==> src/rtl/imem_loader.sv <==
// imem_loader: boot-time program loader for the instruction memory.
// Takes a valid/ready byte stream, assembles little-endian 32-bit words,
// writes them to consecutive word addresses, and holds the core in reset
// until the requested number of words has been stored.
module imem_loader #(
   parameter int unsigned ADDR_W    = 8,
   parameter logic [31:0] BASE_ADDR = 32'h0000_0000
) (
   input  logic              clk,
   input  logic              reset,
   input  logic              start,
   input  logic [ADDR_W:0]   word_count,
   input  logic              byte_valid,
   input  logic [7:0]        byte_data,
   output logic              byte_ready,
   output logic              imem_we,
   output logic [31:0]       imem_waddr,
   output logic [31:0]       imem_wdata,
   output logic              cpu_reset,
   output logic              busy,
   output logic              done,
   output logic              err
);

   // FSM encoding
   localparam logic [1:0] S_IDLE    = 2'd0;
   localparam logic [1:0] S_COLLECT = 2'd1;
   localparam logic [1:0] S_WRITE   = 2'd2;
   localparam logic [1:0] S_FINISH  = 2'd3;

   localparam logic [ADDR_W:0] CNT_ZERO = '0;
   localparam logic [ADDR_W:0] CNT_ONE  = 1;
   localparam logic [31:0]     WORD_STEP = 32'd4;

   // Control state
   logic [1:0]      state_reg,     state_next;
   logic [ADDR_W:0] count_reg,     count_next;
   logic [ADDR_W:0] word_cnt_reg,  word_cnt_next;
   logic [ADDR_W:0] word_cnt_inc;
   logic [1:0]      byte_idx_reg,  byte_idx_next;
   logic [31:0]     addr_reg,      addr_next;

   // Registered outputs
   logic            ready_reg,     ready_next;
   logic            we_reg,        we_next;
   logic            cpu_reset_reg, cpu_reset_next;
   logic            busy_reg,      busy_next;
   logic            done_reg,      done_next;
   logic            err_reg,       err_next;

   // Byte-lane write strobes and the assembled word
   logic [3:0]      lane_we;
   logic [31:0]     word_data;
   logic            accept;

   // A byte is consumed only when we advertised readiness in the previous edge
   assign accept       = byte_valid && ready_reg;
   assign word_cnt_inc = word_cnt_reg + CNT_ONE;

   // Next-state and next-output decode
   always_comb begin
      state_next     = state_reg;
      count_next     = count_reg;
      word_cnt_next  = word_cnt_reg;
      byte_idx_next  = byte_idx_reg;
      addr_next      = addr_reg;
      ready_next     = ready_reg;
      we_next        = 1'b0;
      cpu_reset_next = cpu_reset_reg;
      busy_next      = busy_reg;
      done_next      = 1'b0;
      err_next       = err_reg;
      lane_we        = 4'b0000;

      case (state_reg)
         S_IDLE: begin
            if (start) begin
               if (word_count != CNT_ZERO) begin
                  count_next     = word_count;
                  word_cnt_next  = CNT_ZERO;
                  byte_idx_next  = 2'd0;
                  addr_next      = BASE_ADDR;
                  err_next       = 1'b0;
                  busy_next      = 1'b1;
                  cpu_reset_next = 1'b1;
                  ready_next     = 1'b1;
                  state_next     = S_COLLECT;
               end else begin
                  // Empty load request: flag it, leave the core's reset alone
                  err_next = 1'b1;
               end
            end
         end

         S_COLLECT: begin
            if (accept) begin
               lane_we       = 4'b0001 << byte_idx_reg;
               byte_idx_next = byte_idx_reg + 2'd1;
               if (byte_idx_reg == 2'd3) begin
                  // Word complete: stop accepting and issue the write
                  ready_next = 1'b0;
                  we_next    = 1'b1;
                  state_next = S_WRITE;
               end
            end
         end

         S_WRITE: begin
            // The write happens this cycle; advance bookkeeping for the next word
            word_cnt_next = word_cnt_inc;
            addr_next     = addr_reg + WORD_STEP;
            byte_idx_next = 2'd0;
            if (word_cnt_inc == count_reg) begin
               done_next      = 1'b1;
               busy_next      = 1'b0;
               cpu_reset_next = 1'b0;
               state_next     = S_FINISH;
            end else begin
               ready_next = 1'b1;
               state_next = S_COLLECT;
            end
         end

         S_FINISH: begin
            state_next = S_IDLE;
         end

         default: begin
            state_next = S_IDLE;
         end
      endcase
   end

   // FSM and counters
   always_ff @(posedge clk or posedge reset) begin
      if (reset) begin
         state_reg    <= S_IDLE;
         count_reg    <= CNT_ZERO;
         word_cnt_reg <= CNT_ZERO;
         byte_idx_reg <= 2'd0;
         addr_reg     <= BASE_ADDR;
      end else begin
         state_reg    <= state_next;
         count_reg    <= count_next;
         word_cnt_reg <= word_cnt_next;
         byte_idx_reg <= byte_idx_next;
         addr_reg     <= addr_next;
      end
   end

   // Registered status and handshake outputs
   always_ff @(posedge clk or posedge reset) begin
      if (reset) begin
         ready_reg     <= 1'b0;
         we_reg        <= 1'b0;
         cpu_reset_reg <= 1'b1;
         busy_reg      <= 1'b0;
         done_reg      <= 1'b0;
         err_reg       <= 1'b0;
      end else begin
         ready_reg     <= ready_next;
         we_reg        <= we_next;
         cpu_reset_reg <= cpu_reset_next;
         busy_reg      <= busy_next;
         done_reg      <= done_next;
         err_reg       <= err_next;
      end
   end

   // One byte register per lane; a reset discards any partial word
   generate
      for (genvar gi = 0; gi < 4; gi++) begin : g_lane
         logic [7:0] lane_reg;

         // Capture the incoming byte into this lane on its handshake
         always_ff @(posedge clk or posedge reset) begin
            if (reset) begin
               lane_reg <= 8'h00;
            end else if (lane_we[gi]) begin
               lane_reg <= byte_data;
            end
         end

         assign word_data[8*gi +: 8] = lane_reg;
      end
   endgenerate

   assign byte_ready = ready_reg;
   assign imem_we    = we_reg;
   assign imem_waddr = addr_reg;
   assign imem_wdata = word_data;
   assign cpu_reset  = cpu_reset_reg;
   assign busy       = busy_reg;
   assign done       = done_reg;
   assign err        = err_reg;

endmodule

==> config.mk <==
export PLATFORM = sky130hd
export DESIGN_NAME = imem_loader
export DESIGN_NICKNAME = d
export VERILOG_FILES = /design/src/rtl/imem_loader.sv
export SDC_FILE = /design/constraint.sdc
export NUM_CORES = 1
export LEC_CHECK = 0
export BUFFER_PORTS_ARGS = -buffer_cell sky130_fd_sc_hd__buf_2
export CORE_MARGIN = 5
export CORE_UTILIZATION = 55
export CTS_BUF_LIST = sky130_fd_sc_hd__clkbuf_4 sky130_fd_sc_hd__clkbuf_8 sky130_fd_sc_hd__clkbuf_16
export DETAILED_ROUTE_END_ITERATION = 6
export MAX_ROUTING_LAYER = met4
export PLACE_DENSITY = 0.82
export SYNTH_ARGS = -nofsm -noshare
export SYNTH_HDL_FRONTEND = slang
export SYNTH_SLANG_ARGS = --single-unit
==> constraint.sdc <==
create_clock -name clk -period 5.27 [get_ports clk]
set_input_delay 0.2635 -clock clk [delete_from_list [all_inputs] [get_ports clk]]
set_output_delay 0.2635 -clock clk [all_outputs]
set_load 0.01 [all_outputs]
==> results.py, run 1 <==
metrics = {
    "clock_network": {
        "numCtsBuffers": 9,
        "ctsHoldBuffers": 0,
        "clock_sinks": 90,
        "cts-htree-levels": 3,
        "cts_resized": 0,
        "cts_setup_buffers": 0,
        "cts_max_path_buffers": 2,
        "cts_tree": "built",
        "insertion_delay_ns": 0.36,
        "path_clk_slew_ns": 0.09,
        "cts-root-buf": "clkbuf_8",
    },
    "synth": {
        "synth_top_family_by_area": "simple AND/OR/NAND/NOR gates",
        "ys_seq_area_frac": 0.510,
        "synth_seq_cells": 90,
        "syn_avg_cell_area_um2": 10.5,
        "yosys.area_share.xor_xnor": 0.0351,
        "syn_area_um2": 4420,
        "synth_edf_count": 0,
        "yosysUniqueCellTypes": 54,
        "synth_simple_gate_area_frac": 0.177,
        "yosys_warnings": 0,
        "yosys-mux-area-fraction": 0.0861,
        "synth_compound_area_frac": 0.138,
        "syn_inst": 422,
        "synth_flop_cell": "dfrtp_1",
        "synth_async_sr_flop_share": 1.00,
        "synth_adder_area_share": 0.0170,
    },
    "timing": {
        "fin_ws_ns": 2.90,
        "setup_violations": 0,
        "max-slew-margin-rel": 0.243,
        "finalHoldViolations": 0,
        "grt_setup_unrepaired": "no",
        "period_needed_ns": 2.37,
        "fin_worst_skew_ns": 0.00777,
        "fmax_mhz": 422,
        "report.final.slew_viol_count": 0,
        "setup-tns-final_ns": 0,
        "fin_crit_sh": 0.450,
        "worstMarginPinSlew_ns": 1.14,
    },
    "detailed_routing": {
        "antenna_left": 0,
        "drtIter0Drc": 177,
        "wl_um": 10500,
        "dr.pass1.iters": 4,
        "num_vias": 3588,
        "viasPerCell": 5.86,
        "remaining_drc_errors": 0,
        "wl_per_cell_um": 17.2,
    },
    "critical_path": {
        "cp_max_fo": 8,
        "r2r_cells": 6,
        "crit_path_end_kind": "flip-flop",
        "critical_path_required_ns": 5.52,
        "worst-setup-path-type": "flip-flop to flip-flop",
        "arrival_ns": 2.62,
        "startpoint_type": "flip-flop",
        "rrSetupSlack_ns": 2.90,
    },
    "cells_and_area": {
        "fillers": 644,
        "drive_gt1_frac": 0.296,
        "design_area_um2": 5110,
        "n_antenna_cell": 0,
        "fin_nets": 532,
        "largest_register_ffs": 32,
        "area_growth_pct": 15.7,
        "stdcell_count": 612,
    },
    "hold_path": {
        "holdPathStages": 3,
        "hold_path.class": "input port to flip-flop",
    },
    "placement": {
        "dp_slack_ns": 2.50,
        "detailed_place.area_um2": 4890,
        "portBuffers": 88,
        "hpwlAfterDp_um": 7450,
        "place_inst": 595,
        "gp_congestion": 0.865,
    },
    "power": {
        "ir_worst_vdd_mv": 0.260,
        "p_sw_uw": 741,
        "p_seq_frac": 0.466,
        "power_density_nw_per_um2": 422,
        "p_comb_frac": 0.307,
        "total_power_uw": 2160,
        "p_int_uw": 1420,
        "pwr-share-clk": 0.227,
        "p_leak_uw": 0.00239,
        "swShare": 0.344,
    },
    "die": {
        "boundaryPins": 91,
        "initial_core_util": 0.569,
        "row_count": 32,
        "die_x_um": 99.6,
        "coreArea_um2": 7770,
        "die_y_um": 99.6,
        "die_area_um2": 9930,
    },
    "flow_run": {
        "cap_viol_max_count": 0,
    },
    "outcome": {
        "status": "finished, final reports clean",
    },
    "grt": {
        "grt_pass1_wl_um": 18000,
        "grt_max_degree": 91,
        "antenna_found_initial": 0,
        "grt_pass1_vias": 3704,
        "track_usage": 0.230,
        "overflow": 0,
    },
}
==> power by group through the flow <==
stage	clock, µW	combinational [µW]	sequential, µW
3_5_place_dp	0	668	1010
2_1_floorplan	0	366	1050
6_report	490	664	1000
5_1_grt	536	735	1030
4_1_cts	501	672	1000
3_3_place_gp	0	633	1000
==> through the flow <==
step	hold slack, ns	utilization
finish	0.109	0.658
global route	0.117	0.658
CTS	0.100	0.657
detailed placement	0.481	0.630
global placement	0.476	0.630
floorplan	0.369	-
==> worst paths after layout <==
kind,start,endpoint
max,word_cnt_reg[0]$_DFFE_PP0P_,byte_ready$_DFFE_PP0P_
min,word_count[5],count_reg[5]$_DFFE_PP0P_
min reg2reg,g_lane[2].lane_reg[0]$_DFFE_PP0P_,g_lane[2].lane_reg[0]$_DFFE_PP0P_
max reg2reg,word_cnt_reg[0]$_DFFE_PP0P_,byte_ready$_DFFE_PP0P_
max in group asynchronous,reset,imem_waddr[12]$_DFFE_PP0P_
min in group asynchronous,reset,g_lane[0].lane_reg[4]$_DFFE_PP0P_
==> worst max-delay path, stage by stage (launching register included) <==
cell     delay (ns)
dfrtp_1        0.47
ha_1           0.34
xor3_1         0.45
or3_1          0.31
a21oi_1        0.22
o22ai_1        0.20
o31a_1         0.28
==> layout by cell type (no fill, tap or decap), types with 4 or more instances in the layout <==
| master | n |
|---|---|
| nand4_1 | 6 |
| clkbuf_8 | 10 |
| nor2_1 | 19 |
| nand3_1 | 14 |
| and3_1 | 7 |
| or4_1 | 19 |
| nand2_1 | 58 |
| or3_1 | 7 |
| inv_1 | 11 |
| o21ai_0 | 16 |
| o31ai_1 | 22 |
| ha_1 | 6 |
| mux2_2 | 32 |
| xnor2_1 | 11 |
| buf_2 | 88 |
| dfrtp_1 | 89 |
| a21oi_1 | 28 |
| xor2_1 | 4 |
| o22ai_1 | 4 |
| o21ai_1 | 4 |
==> cell usage after synthesis, types with 4 or more instances <==
master    instances  area share
or4_1            19       0.032
nand3_1          14       0.016
o21ai_0          16       0.018
dfrtp_1          89        0.50
or3_1             7      0.0099
o31ai_1          22       0.037
o22ai_1           4      0.0057
o21ai_1           4      0.0045
inv_1            12       0.010
xor2_1            4      0.0079
and3_1            7      0.0099
nand2_1          58       0.049
mux2_2           32       0.082
xnor2_1          11       0.022
nor2_1           19       0.016
clkbuf_1         11      0.0093
a21oi_1          28       0.032
nand4_1           6      0.0085
ha_1              6       0.017
==> layout make-up <==
class,count,area [µm²],area share
clock buffer,10,138,0.0269
clock inverter,6,71.3,0.0140
inverter,12,46.3,0.00906
multi-input combinational,301,2010,0.394
sequential,90,2250,0.441
tap,102,128,0.0250
timing repair buffer,91,463,0.0906
==> routing by layer <==
metal  vias to the layer above  routed length, µm  track usage
li1                       1703                  -            -
met1                      1785               4530        0.289
met2                        79               5360        0.373
met3                        21                420       0.0393
met4                         0                227       0.0882
met5                         -                  0            -
==> kinds of logic (layout without fill, tap and decap cells) <==
kind of cell / Yosys count / after routing
adder cells (fa/ha/maj): 6 / 6
AND/OR/NAND/NOR: 151 / 151
buffers and inverters: 32 / 119
multiplexers: 34 / 34
XOR/XNOR: 16 / 16
AO/OA/AOI/OAI: 92 / 92
flip-flops: 90 / 90
other: 1 / 2
Note: power is estimated with default switching activity, not from simulation.
==> run 2: changes to the inputs <==
Settings changed: CORE_UTILIZATION 55 to 50, PLACE_DENSITY 0.82 to 0.79.
Clock period 5.27 ns to 1.99 ns, I/O delays scaled along.
==> run 2 against run 1 <==
  * Hold slack got worse by 0.10 ns
  * Count of clock-buffer cells in the layout shrank 1
  * Fmax is 23% higher
  * First-iteration DRC count is 6.8% lower
  * Clock skew grew 0.011 ns
  * Total power grew to 2.7 times the previous value
  * Largest power group unchanged
==> results.py, run 2 (synthesis results as in run 1) <==
metrics = {
    "outcome": {
        "status": "finished, final reports clean",
    },
    "placement": {
        "portBuffers": 88,
        "dp_slack_ns": 0.0194,
        "hpwlAfterDp_um": 7910,
        "gp_congestion": 0.875,
    },
    "power": {
        "total_power_uw": 5760,
        "power_density_nw_per_um2": 1000,
        "ir_worst_vdd_mv": 0.699,
        "p_leak_uw": 0.00274,
    },
    "cells_and_area": {
        "fin_nets": 589,
        "n_antenna_cell": 0,
        "fillers": 682,
        "largest_register_ffs": 32,
        "drive_gt1_frac": 0.369,
        "layout_common_cells": "85 x dfrtp_1, 85 x buf_2, 58 x nand2_1, 40 x buf_4, 32 x mux2_2",
        "final_util": 0.663,
        "multi_input_area_um2": 2080,
        "area_growth_pct": 30.2,
        "regArea_um2": 2260,
    },
    "die": {
        "initial_core_util": 0.509,
        "boundaryPins": 91,
        "die_x_um": 104,
        "die_area_um2": 10800,
        "row_count": 34,
        "coreArea_um2": 8680,
        "die_y_um": 104,
    },
    "critical_path": {
        "crit_family": "compound AO/OA/AOI/OAI gates",
        "path_buf_inv": 0,
        "worst-setup-path-type": "flip-flop to flip-flop",
        "cp_slowest_stage_delay_ns": 0.52,
        "startpoint_type": "flip-flop",
        "critical_path_required_ns": 2.24,
        "cp_max_fo": 5,
        "arrival_ns": 2.18,
        "critPathSlowestCell": "or4_1",
        "crit_path_end_kind": "flip-flop",
        "cp_cell_sequence": "xor2_1 > or4_1 > o211ai_1 > o22ai_2 > o31a_1",
    },
    "detailed_routing": {
        "remaining_drc_errors": 0,
        "antenna_left": 0,
        "wl_um": 11600,
        "drtIter0Drc": 165,
        "viasPerCell": 5.73,
        "num_vias": 3871,
        "wl_per_cell_um": 17.2,
        "dr.pass1.iters": 5,
    },
    "timing": {
        "fmax_mhz": 519,
        "worstMarginPinSlew_ns": 0.660,
        "report.final.slew_viol_count": 0,
        "timing.hold.ws_ns": 0.00788,
        "setup-tns-final_ns": 0,
        "period_needed_ns": 1.93,
        "fin_ws_ns": 0.0619,
        "fin_worst_skew_ns": 0.0187,
        "max-slew-margin-rel": 0.548,
        "finalHoldViolations": 0,
        "setup_violations": 0,
        "fin_crit_sh": 0.969,
    },
    "grt": {
        "overflow": 0,
        "busiest_layer": "met2",
        "grt_pass1_wl_um": 19000,
        "antenna_found_initial": 0,
        "grt_max_degree": 34,
        "grt_use_met2": 0.351,
        "grt_pass1_vias": 3942,
        "grt_use_met3": 0.0292,
        "grt_util_met1": 0.276,
        "track_usage": 0.215,
    },
    "clock_network": {
        "cts-htree-levels": 3,
        "cts-root-buf": "clkbuf_8",
        "path_clk_slew_ns": 0.10,
        "clock_sinks": 90,
        "cts_tree": "built",
        "numCtsBuffers": 9,
        "cts_max_path_buffers": 2,
        "insertion_delay_ns": 0.37,
    },
    "flow_run": {
        "cap_viol_max_count": 0,
    },
    "hold_path": {
        "hold_path.class": "input port to flip-flop",
    },
}
## run 2: cell count changes in the layout (fill, tap and decap cells not counted), moves of 3 or more
| cell | change |
|---|---|
| dlygate4sd3_1 | +12 |
| dfrtp_2 | +4 |
| o31ai_1 | -5 |
| inv_8 | +3 |
| buf_4 | +38 |
| dlymetal6s4s_1 | +3 |
| buf_2 | -3 |
| dfrtp_1 | -4 |
| buf_12 | +4 |
| o31ai_2 | +4 |
## run 2: metrics by stage
step | cells | cell area (µm²)
2_1_floorplan | 423 | 4450
3_3_place_gp | 633 | 5210
3_5_place_dp | 633 | 5210
4_1_cts | 670 | 5610
5_1_grt | 675 | 5750
6_report | 675 | 5750
## run 2: final cells by class
cell class,instances,share of cell area
Clock buffer,9,0.0215
Clock inverter,7,0.0117
Inverter,12,0.00848
Multi-Input combinational cell,301,0.362
Sequential cell,90,0.392
Tap cell,108,0.0235
Timing Repair Buffer,148,0.180
## run 2: worst paths after layout
kind                                                      to  depth (start not counted)                              start  slack, ns
min reg2reg                g_lane[1].lane_reg[1]$_DFFE_PP0P_                          1  g_lane[1].lane_reg[1]$_DFFE_PP0P_       0.52
max                                   byte_ready$_DFFE_PP0P_                          5        word_cnt_reg[8]$_DFFE_PP0P_       0.06
max in group asynchronous          imem_waddr[6]$_DFFE_PP0P_                          4                              reset       1.03
min in group asynchronous  g_lane[0].lane_reg[0]$_DFFE_PP0P_                          3                              reset       0.36
min                        g_lane[0].lane_reg[0]$_DFFE_PP0P_                          2                       byte_data[0]      0.008
max reg2reg                           byte_ready$_DFFE_PP0P_                          5        word_cnt_reg[8]$_DFFE_PP0P_       0.06
## run 2: worst register-to-register path, cell delays in order, from the launching register on
cell and delay (ns):
dfrtp_2 0.46, xor2_1 0.19, or4_1 0.52, o211ai_1 0.18
o22ai_2 0.18, o31a_1 0.30
## run 2: layer usage
metal  vias to the layer above  routed length (µm)
met5                         -                   0
met4                         0                 164
met2                       100                5970
li1                       1810                   -
met3                        15                 478
met1                      1946                4990
## run 2: what timing repair did
| action | in CTS | in global routing |
|---|---|---|
| endpoints found under the hold margin | 44 | 1 |
| hold buffers | 14 | 1 |
| buffers inserted | 8 | 4 |
| gates cloned | 0 | 3 |
| pin swaps | 5 | 7 |
| resized for setup | 5 | 17 |
| endpoints found under the setup margin | 1 | 13 |
## run 2: report_power, final
part	internal, µW	total (µW)	switching, µW
sequential	2300	2640	335
combinational	918	1890	971
clock	489	1240	749
total	3710	5760	2060
==> run 3: changes to the inputs <==
Settings changed: CORE_UTILIZATION 50 to 55, PLACE_DENSITY 0.79 to 0.82.
Clock period 1.99 ns to 1.95 ns, I/O delays scaled along.
==> run 3 against run 2 <==
  * Non-clock buffer count is 1 lower
  * Fmax is 0.98% lower
  * Final cell count is 1.0% lower
  * Largest cell class unchanged
  * Combinational power is 3% higher
  * Clock power is 11% higher
  * Register-to-register slack worse by 0.06 ns
  * Global-route usage is 3.1 points higher
  * Wire length is 4.8% higher
  * Setup slack worse by 0.059 ns
  * First-iteration DRC count is 96% higher
  * Sequential share of layout area is 0.099 points lower
  * Critical endpoint is now imem_waddr[27]$_DFFE_PP0P_
  * Critical path depth is 1 higher
  * Critical path type unchanged
==> results.py, run 3 (synthesis results as in run 1) <==
metrics = {
    "outcome": {
        "status": "finished, final reports clean",
    },
    "critical_path": {
        "critical_path_required_ns": 2.24,
        "worst-setup-path-type": "flip-flop to flip-flop",
        "cp_cell_sequence": "and2_1 > nand3_1 > or3_4 > buf_6 > or4_4 > a21oi_2",
        "cp_max_fo": 6,
        "startpoint_type": "flip-flop",
        "cp_slowest_stage_delay_ns": 0.45,
        "critPathSlowestCell": "or3_4",
        "arrival_ns": 2.24,
        "crit_path_end_kind": "flip-flop",
    },
    "detailed_routing": {
        "remaining_drc_errors": 0,
        "dr.pass1.iters": 5,
        "viasPerCell": 5.95,
        "wl_per_cell_um": 18.2,
        "num_vias": 3973,
        "wl_um": 12200,
        "antenna_left": 0,
        "drtIter0Drc": 324,
    },
    "grt": {
        "antenna_found_initial": 0,
        "busiest_layer": "met2",
        "grt_max_degree": 35,
        "grt_util_met1": 0.316,
        "grt_pass1_wl_um": 19100,
        "track_usage": 0.246,
        "grt_pass1_vias": 3958,
        "grt_use_met3": 0.0288,
        "overflow": 0,
        "grt_use_met2": 0.404,
    },
    "cells_and_area": {
        "final_common_cell": "dfrtp_1",
        "final_util": 0.742,
        "layout_common_cells": "86 x dfrtp_1, 84 x buf_2, 57 x nand2_1, 40 x buf_4, 32 x mux2_2",
        "fin_nets": 588,
        "multi_input_area_um2": 2080,
        "design_area_um2": 5770,
        "drive_gt1_frac": 0.373,
        "regArea_um2": 2260,
        "fillers": 532,
        "largest_register_ffs": 32,
        "area_growth_pct": 30.5,
        "n_antenna_cell": 0,
    },
    "timing": {
        "fin_crit_sh": 0.999,
        "finalHoldViolations": 0,
        "setup_violations": 0,
        "worstMarginPinSlew_ns": 0.650,
        "grt_setup_unrepaired": "yes",
        "fmax_mhz": 514,
        "timing.hold.ws_ns": 0.0142,
        "max-slew-margin-rel": 0.566,
        "report.final.slew_viol_count": 0,
        "fin_ws_ns": 0.00277,
        "period_needed_ns": 1.95,
        "fin_worst_skew_ns": 0.0101,
    },
    "die": {
        "die_y_um": 99.6,
        "row_count": 32,
        "die_area_um2": 9930,
        "initial_core_util": 0.569,
        "coreArea_um2": 7770,
        "die_x_um": 99.6,
        "boundaryPins": 91,
    },
    "hold_path": {
        "hold_path.class": "input port to flip-flop",
    },
    "placement": {
        "dp_slack_ns": -0.0171,
        "portBuffers": 88,
        "gp_congestion": 0.934,
        "hpwlAfterDp_um": 8120,
        "detailed_place.area_um2": 5190,
    },
    "flow_run": {
        "cap_viol_max_count": 0,
    },
    "power": {
        "total_power_uw": 6030,
        "power_density_nw_per_um2": 1050,
        "ir_worst_vdd_mv": 0.705,
        "p_leak_uw": 0.00276,
    },
    "clock_network": {
        "numCtsBuffers": 9,
        "cts_max_path_buffers": 2,
        "cts-root-buf": "clkbuf_8",
        "path_clk_slew_ns": 0.10,
        "clock_sinks": 90,
        "cts_tree": "built",
        "insertion_delay_ns": 0.36,
        "cts-htree-levels": 3,
    },
}
-- run 3: changes by cell type in the layout (fill, tap and decap cells not counted), moves of 2 or more --
cell	before	now
o31ai_1	17	20
o31ai_2	4	2
or4_1	18	16
or4_4	2	4
-- run 3: area by class of cell --
class	count	share of cell area
Sequential cell	90	0.391
Multi-Input combinational cell	301	0.362
Timing Repair Buffer	147	0.179
Tap cell	102	0.0221
Clock buffer	9	0.0215
Clock inverter	7	0.0161
Inverter	12	0.00846
-- run 3: worst paths after layout --
check	startpoint	depth (start not counted)	to	slack, ns
hold / removal	byte_data[4]	2	g_lane[1].lane_reg[4]$_DFFE_PP0P_	0.01
hold reg to reg	g_lane[0].lane_reg[7]$_DFFE_PP0P_	1	g_lane[0].lane_reg[7]$_DFFE_PP0P_	0.51
setup / recovery	imem_waddr[5]$_DFFE_PP0P_	6	imem_waddr[27]$_DFFE_PP0P_	0.003
min in group asynchronous	reset	3	g_lane[0].lane_reg[4]$_DFFE_PP0P_	0.36
setup reg to reg	imem_waddr[5]$_DFFE_PP0P_	6	imem_waddr[27]$_DFFE_PP0P_	0.003
max in group asynchronous	reset	4	imem_waddr[6]$_DFFE_PP0P_	1.01
-- run 3: stage by stage --
step / instances / TNS, ns
finish: 668 / 0
global route: 668 / -0.279
CTS: 663 / 0
detailed placement: 626 / -0.0171
global placement: 626 / 0
floorplan: 423 / 0
-- run 3: layer usage --
layer / vias to the layer above / share of wire
li1: 1802 / -
met1: 1982 / 0.41
met2: 161 / 0.51
met3: 28 / 0.056
met4: 0 / 0.023
met5: - / 0
-- run 3: timing repair --
item | 4_1_cts | 5_1_grt
setup endpoints to repair | 2 | 28
pin swaps | 4 | 11
gates cloned | 0 | 3
hold buffers | 15 | 0
setup buffers | 6 | 6
gates resized for setup | 4 | 19
endpoints found under the hold margin | 43 | 0
-- run 3: where the power goes --
| group | internal (µW) | switching [µW] | total (µW) |
|---|---|---|---|
| clock | 633 | 745 | 1380 |
| sequential | 2350 | 357 | 2710 |
| combinational | 935 | 1010 | 1950 |
| total | 3920 | 2110 | 6030 |
-- run 3: worst max-delay path, delay by kind of cell (launching register included) --
kind	cells	cell delay, ns
AOI/OAI and AO/OA	1	0.13
buffers and inverters	1	0.15
and+or+nand+nor	4	1.21
DFF	1	0.40
